==> src/rtl/irrigation_controller.sv <==
// Soil-moisture irrigation controller: synchronizes the sensor inputs, sequences
// IDLE/WATER/PURGE/FAULT on tick-based timers, and drives registered pump/valve commands.
module irrigation_controller #(
  parameter int unsigned SPRAY_TIME = 10,
  parameter int unsigned DRIP_TIME  = 30,
  parameter int unsigned PURGE_TIME = 3
) (
  input  logic       clk,
  input  logic       reset,
  input  logic       tick,
  input  logic       h_low,
  input  logic       h_high,
  input  logic       tank_low,
  input  logic       mode_sel,
  output logic       valve_drip,
  output logic       valve_spray,
  output logic       pump_on,
  output logic       alarm,
  output logic [1:0] state
);

  localparam logic [1:0] IDLE  = 2'b00;
  localparam logic [1:0] WATER = 2'b01;
  localparam logic [1:0] PURGE = 2'b10;
  localparam logic [1:0] FAULT = 2'b11;

  localparam logic [7:0] SPRAY_LIM = 8'(SPRAY_TIME);
  localparam logic [7:0] DRIP_LIM  = 8'(DRIP_TIME);
  localparam logic [7:0] PURGE_LIM = 8'(PURGE_TIME);

  // Bit order in both synchronizer stages: {tank_low, h_high, h_low}
  logic [2:0] r_sync_meta;
  logic [2:0] r_sync;
  logic       w_h_low_s;
  logic       w_h_high_s;
  logic       w_tank_low_s;
  logic       w_fault;

  logic [1:0] r_state;
  logic [1:0] w_state_nxt;
  logic [7:0] r_cnt;
  logic [7:0] w_cnt_nxt;
  logic [7:0] w_cnt_inc;
  logic [7:0] w_limit;
  logic       r_mode;
  logic       w_mode_nxt;

  logic       r_valve_drip;
  logic       r_valve_spray;
  logic       r_pump_on;
  logic       r_alarm;

  assign w_h_low_s    = r_sync[0];
  assign w_h_high_s   = r_sync[1];
  assign w_tank_low_s = r_sync[2];
  assign w_fault      = w_tank_low_s | (w_h_low_s & w_h_high_s);

  always_ff @(posedge clk) begin
    if (reset) begin
      r_sync_meta <= '0;
      r_sync      <= '0;
    end else begin
      r_sync_meta <= {tank_low, h_high, h_low};
      r_sync      <= r_sync_meta;
    end
  end

  always_comb begin
    w_cnt_inc   = (r_cnt == 8'hFF) ? r_cnt : r_cnt + 8'd1;
    w_limit     = r_mode ? SPRAY_LIM : DRIP_LIM;
    w_state_nxt = r_state;
    w_cnt_nxt   = r_cnt;
    w_mode_nxt  = r_mode;
    if (w_fault) begin
      w_state_nxt = FAULT;
      w_cnt_nxt   = '0;
    end else begin
      case (r_state)
        IDLE: begin
          if (w_h_low_s && !w_h_high_s) begin
            w_state_nxt = WATER;
            w_cnt_nxt   = '0;
            w_mode_nxt  = mode_sel;
          end
        end
        WATER: begin
          // A coincident tick and saturation sensor leave WATER exactly once
          if (w_h_high_s || (tick && (w_cnt_inc == w_limit))) begin
            w_state_nxt = PURGE;
            w_cnt_nxt   = '0;
          end else if (tick) begin
            w_cnt_nxt = w_cnt_inc;
          end
        end
        PURGE: begin
          if (tick) begin
            if (w_cnt_inc == PURGE_LIM) begin
              w_state_nxt = IDLE;
              w_cnt_nxt   = '0;
            end else begin
              w_cnt_nxt = w_cnt_inc;
            end
          end
        end
        FAULT: begin
          // Fault was sampled false at this edge, so it has held false for a full cycle
          w_state_nxt = IDLE;
          w_cnt_nxt   = '0;
        end
      endcase
    end
  end

  always_ff @(posedge clk) begin
    if (reset) begin
      r_state <= IDLE;
      r_cnt   <= '0;
      r_mode  <= 1'b0;
    end else begin
      r_state <= w_state_nxt;
      r_cnt   <= w_cnt_nxt;
      r_mode  <= w_mode_nxt;
    end
  end

  // Outputs follow the state one cycle after entry
  always_ff @(posedge clk) begin
    if (reset) begin
      r_valve_drip  <= 1'b0;
      r_valve_spray <= 1'b0;
      r_pump_on     <= 1'b0;
      r_alarm       <= 1'b0;
    end else begin
      r_valve_drip  <= ((r_state == WATER) || (r_state == PURGE)) && !r_mode;
      r_valve_spray <= ((r_state == WATER) || (r_state == PURGE)) && r_mode;
      r_pump_on     <= (r_state == WATER);
      r_alarm       <= (r_state == FAULT);
    end
  end

  assign valve_drip  = r_valve_drip;
  assign valve_spray = r_valve_spray;
  assign pump_on     = r_pump_on;
  assign alarm       = r_alarm;
  assign state       = r_state;

endmodule

==> config.mk <==
export PLATFORM = sky130hd
export DESIGN_NAME = irrigation_controller
export DESIGN_NICKNAME = d
export VERILOG_FILES = /design/src/rtl/irrigation_controller.sv
export SDC_FILE = /design/constraint.sdc
export NUM_CORES = 1
export LEC_CHECK = 0
export CORE_MARGIN = 1
export CORE_UTILIZATION = 50
export CTS_CLUSTER_DIAMETER = 100
export DETAILED_ROUTE_END_ITERATION = 10
export DONT_BUFFER_PORTS = 1
export HOLD_SLACK_MARGIN = 0.06
export MAX_ROUTING_LAYER = met4
export PLACE_DENSITY = 0.7
export SLEW_MARGIN = 10
export SYNTH_ARGS = -nofsm -noshare
export SYNTH_HDL_FRONTEND = slang
export SYNTH_SLANG_ARGS = --single-unit
==> constraint.sdc <==
create_clock -name clk -period 3.3 [get_ports clk]
set_input_delay 0.495 -clock clk [delete_from_list [all_inputs] [get_ports clk]]
set_output_delay 0.495 -clock clk [all_outputs]
set_load 0.1 [all_outputs]
==> impl_results.md <==
* Status: finished clean
* Cell count after synthesis at 136
* Antenna diodes at 0
* Number of violations reported at the end of detailed-routing iteration 0 at 38
* Largest net degree at the start of global routing at 16
* Max transition margin at 0.374
* Global routing usage on met1 at 0.280
* # setup viols final at 0
* Top cells by area, synth: sky130_fd_sc_hd__dfxtp_1 (35%), sky130_fd_sc_hd__ha_1 (7.3%), sky130_fd_sc_hd__nor2b_1 (6.8%)
* Cell at the root of the clock tree: sky130_fd_sc_hd__clkbuf_4
* Post-synthesis cell area at 1200 µm²
* Via count of the first global-routing pass at 955
* Final GP Congestion at 0.935
* Input/output buffers at 0
* Number of design rule violations left after detail routing at 0
* Cell type of the slowest stage on the worst timing path: sky130_fd_sc_hd__a2111oi_4
* GR Layer Usage met2 at 0.353
* Longest Clk Path Bufs at 2
* Count of final max-slew check failures at 0
* Antenna violations before repair at 0
* Layout Cell Area excl Fill at 1240 µm²
* Most numerous cell in the Yosys netlist: sky130_fd_sc_hd__dfxtp_1
* Setup TNS at 0 ps
* Clock transition time at the flip-flop clock pins of the worst setup and hold paths at 130 ps
* Drt total wl at 2500 µm
* Worst voltage drop across the vdd grid at 420 µV
* Sequential cell area at 420 µm²
* Max-cap violation count at 0
* Number of detailed-route iterations in the first pass at 4
* Y dimension of the die at 51.0 µm
* Most repeated library cell on the critical path: sky130_fd_sc_hd__a2111oi_4
* Share of post-route cells with drive strength above 1 at 0.0809
* Share of the cycle needed by the critical path after routing at 0.802
* Starting density of the core at 0.538
* GR Layer Usage met3 at 0.0387
* Fillers at 218
* Maximum fanout count along the critical path at 7
* Top-Level Pins at 13
* Minimum period implied by the final worst setup slack at 2650 ps
* Cell-by-cell listing of the critical path: ha_1, and4_4, a2111oi_4, a2bb2o_4, o31a_1, a2111oi_4, mux2i_1, a21oi_1
* Count of flip-flops with a built-in enable after synthesis at 0
* Ys async rst share at 0
* Cell taking the most area after synthesis: sky130_fd_sc_hd__dfxtp_1
* Total buffers and inverters traversed by the critical path at 0
* Static leakage at 0.459 nW
* Number of endpoints with negative hold slack in the final report at 0
* Number of setup buffers added after CTS at 0
* Cells resized by post-CTS repair at 0
* Setup skew after layout at 7.36 ps
* Number of distinct standard cells referenced by the synthesized netlist at 39
* Area growth syn-to-layout at 3.43%
* Total GRT Usage at 0.223
* GRT Max-Usage Layer: met2
* Global-route wire length before repair at 4180 µm
* Routed wire length per instance at 15.2 µm
* Clk sink count at 21
* Maximum achievable frequency at 378 MHz
* H-tree level count at 1
* Clk_lat worst skew at 310 ps
* RSZ-0062 raised after global routing: false
* Power density over the cells at 543 nW/µm²
* Post-detail-place hpwl at 1840 µm
* Slew at the pin closest to its max-slew limit at 937 ps
* Most instantiated flip-flop cell in the synthesis netlist: sky130_fd_sc_hd__dfxtp_1
* Layout net count at 151
* Total number of yosys warnings at 0
* Core region area at 2230 µm²
* CTS Buf Count at 3
* Crit path max-delay family: compound AO/OA/AOI/OAI gates
* Die outline area at 2610 µm²
* Post-Syn Nets at 150
* Slowest cell delay on critical path at 390 ps
* CP Data Arrival Time at 2850 ps
* Site Rows at 17
* Post-synthesis average cell area at 8.84 µm²
* Seq/Total Area, Yosys at 0.350
* Hold-fix buffer count after cts at 0
* Count of nets left with antenna violations after detail routing at 0
* Worst Setup Start Kind: register
* Horizontal extent of the die at 51.0 µm
* Element type at the critical path end: register
* Area used by multi-input combinational logic at 717 µm²
* CP required at 3500 ps
* Post-synth top cells: sky130_fd_sc_hd__dfxtp_1 (21), sky130_fd_sc_hd__nand2_1 (13), sky130_fd_sc_hd__nor2b_1 (13)
* Clock tree from TritonCTS: yes
* Total gr overflow at 0
* HP Class: input pin to register
* Routed vias at 1003
* Path type of the worst setup path: register to register
* Hold WS at 234 ps
* FF+latch count, synth at 21
* Cell area after placement at 1210 µm²
* Vias per Instance at 6.12
* Portion of synthesized cell area occupied by the leading cell type at 0.350
## cell families after synthesis
group | after synthesis | share of synthesized area
fa+ha+maj | 7 | 0.0728
buf+inv | 13 | 0.0541
xor+xnor | 1 | 0.00729
mux | 3 | 0.0250
flops | 21 | 0.350
simple gates | 58 | 0.261
compound gates | 33 | 0.230
## placed cells by master, fill, tap and decap left out, types with 3 or more instances in the layout
master	count
sky130_fd_sc_hd__a21oi_1	6
sky130_fd_sc_hd__nor2b_1	13
sky130_fd_sc_hd__ha_1	7
sky130_fd_sc_hd__clkbuf_4	3
sky130_fd_sc_hd__nor2_1	11
sky130_fd_sc_hd__a31oi_1	4
sky130_fd_sc_hd__inv_1	7
sky130_fd_sc_hd__nand2_1	13
sky130_fd_sc_hd__dfxtp_1	21
sky130_fd_sc_hd__o21ai_0	5
sky130_fd_sc_hd__mux2i_1	3
## sequential cells by signal, summed over array words and instances, names as in the netlist
name         flops
r_sync           3
state            2
alarm            1
r_mode           1
valve_drip       1
pump_on          1
r_cnt            8
valve_spray      1
r_sync_meta      3
## worst paths after layout
kind	depth (start not counted)	slack (ps)	endpoint	startpoint
setup reg to reg	8	650	state[1]$_SDFFE_PP0P_	r_cnt[0]$_SDFFE_PP0P_
hold reg to reg	1	450	r_sync[1]$_SDFF_PP0_	r_sync_meta[1]$_SDFF_PP0_
setup / recovery	8	650	state[1]$_SDFFE_PP0P_	r_cnt[0]$_SDFFE_PP0P_
hold / removal	1	230	state[1]$_SDFFE_PP0P_	reset
## metrics by stage
| stage | instances | worst slack (ps) | util | total power, mW |
|---|---|---|---|---|
| after CTS | 164 | 671 | 0.557 | 0.678 |
| after detailed placement | 160 | 685 | 0.543 | 0.550 |
| after global placement | 160 | 772 | 0.543 | 0.547 |
| final | 164 | 655 | 0.557 | 0.675 |
| after floorplan | 136 | 780 | - | 0.509 |
| after global routing | 164 | 543 | 0.557 | 0.717 |
## power by group
part	internal (mW)	leakage, nW	switching (mW)	total [mW]
Sequential	0.269	0.171	0.0452	0.314
Combinational	0.0780	0.274	0.154	0.232
Clock	0.0462	0.0139	0.0825	0.129
## routing by layer
metal | share of wire | vias up
met4 | 0.023 | 0
li1 | - | 488
met1 | 0.45 | 462
met3 | 0.076 | 8
met5 | 0 | -
met2 | 0.46 | 45
## final cells by class
| type | count | share of cell area |
|---|---|---|
| well taps | 28 | 0.0282 |
| multi-input cells | 102 | 0.576 |
| clock inverters | 1 | 0.00604 |
| clock buffers | 3 | 0.0181 |
| inverters | 7 | 0.0211 |
| repair buffers | 2 | 0.0121 |
| flip-flops and latches | 21 | 0.338 |
(Power assumes the default switching activity.)
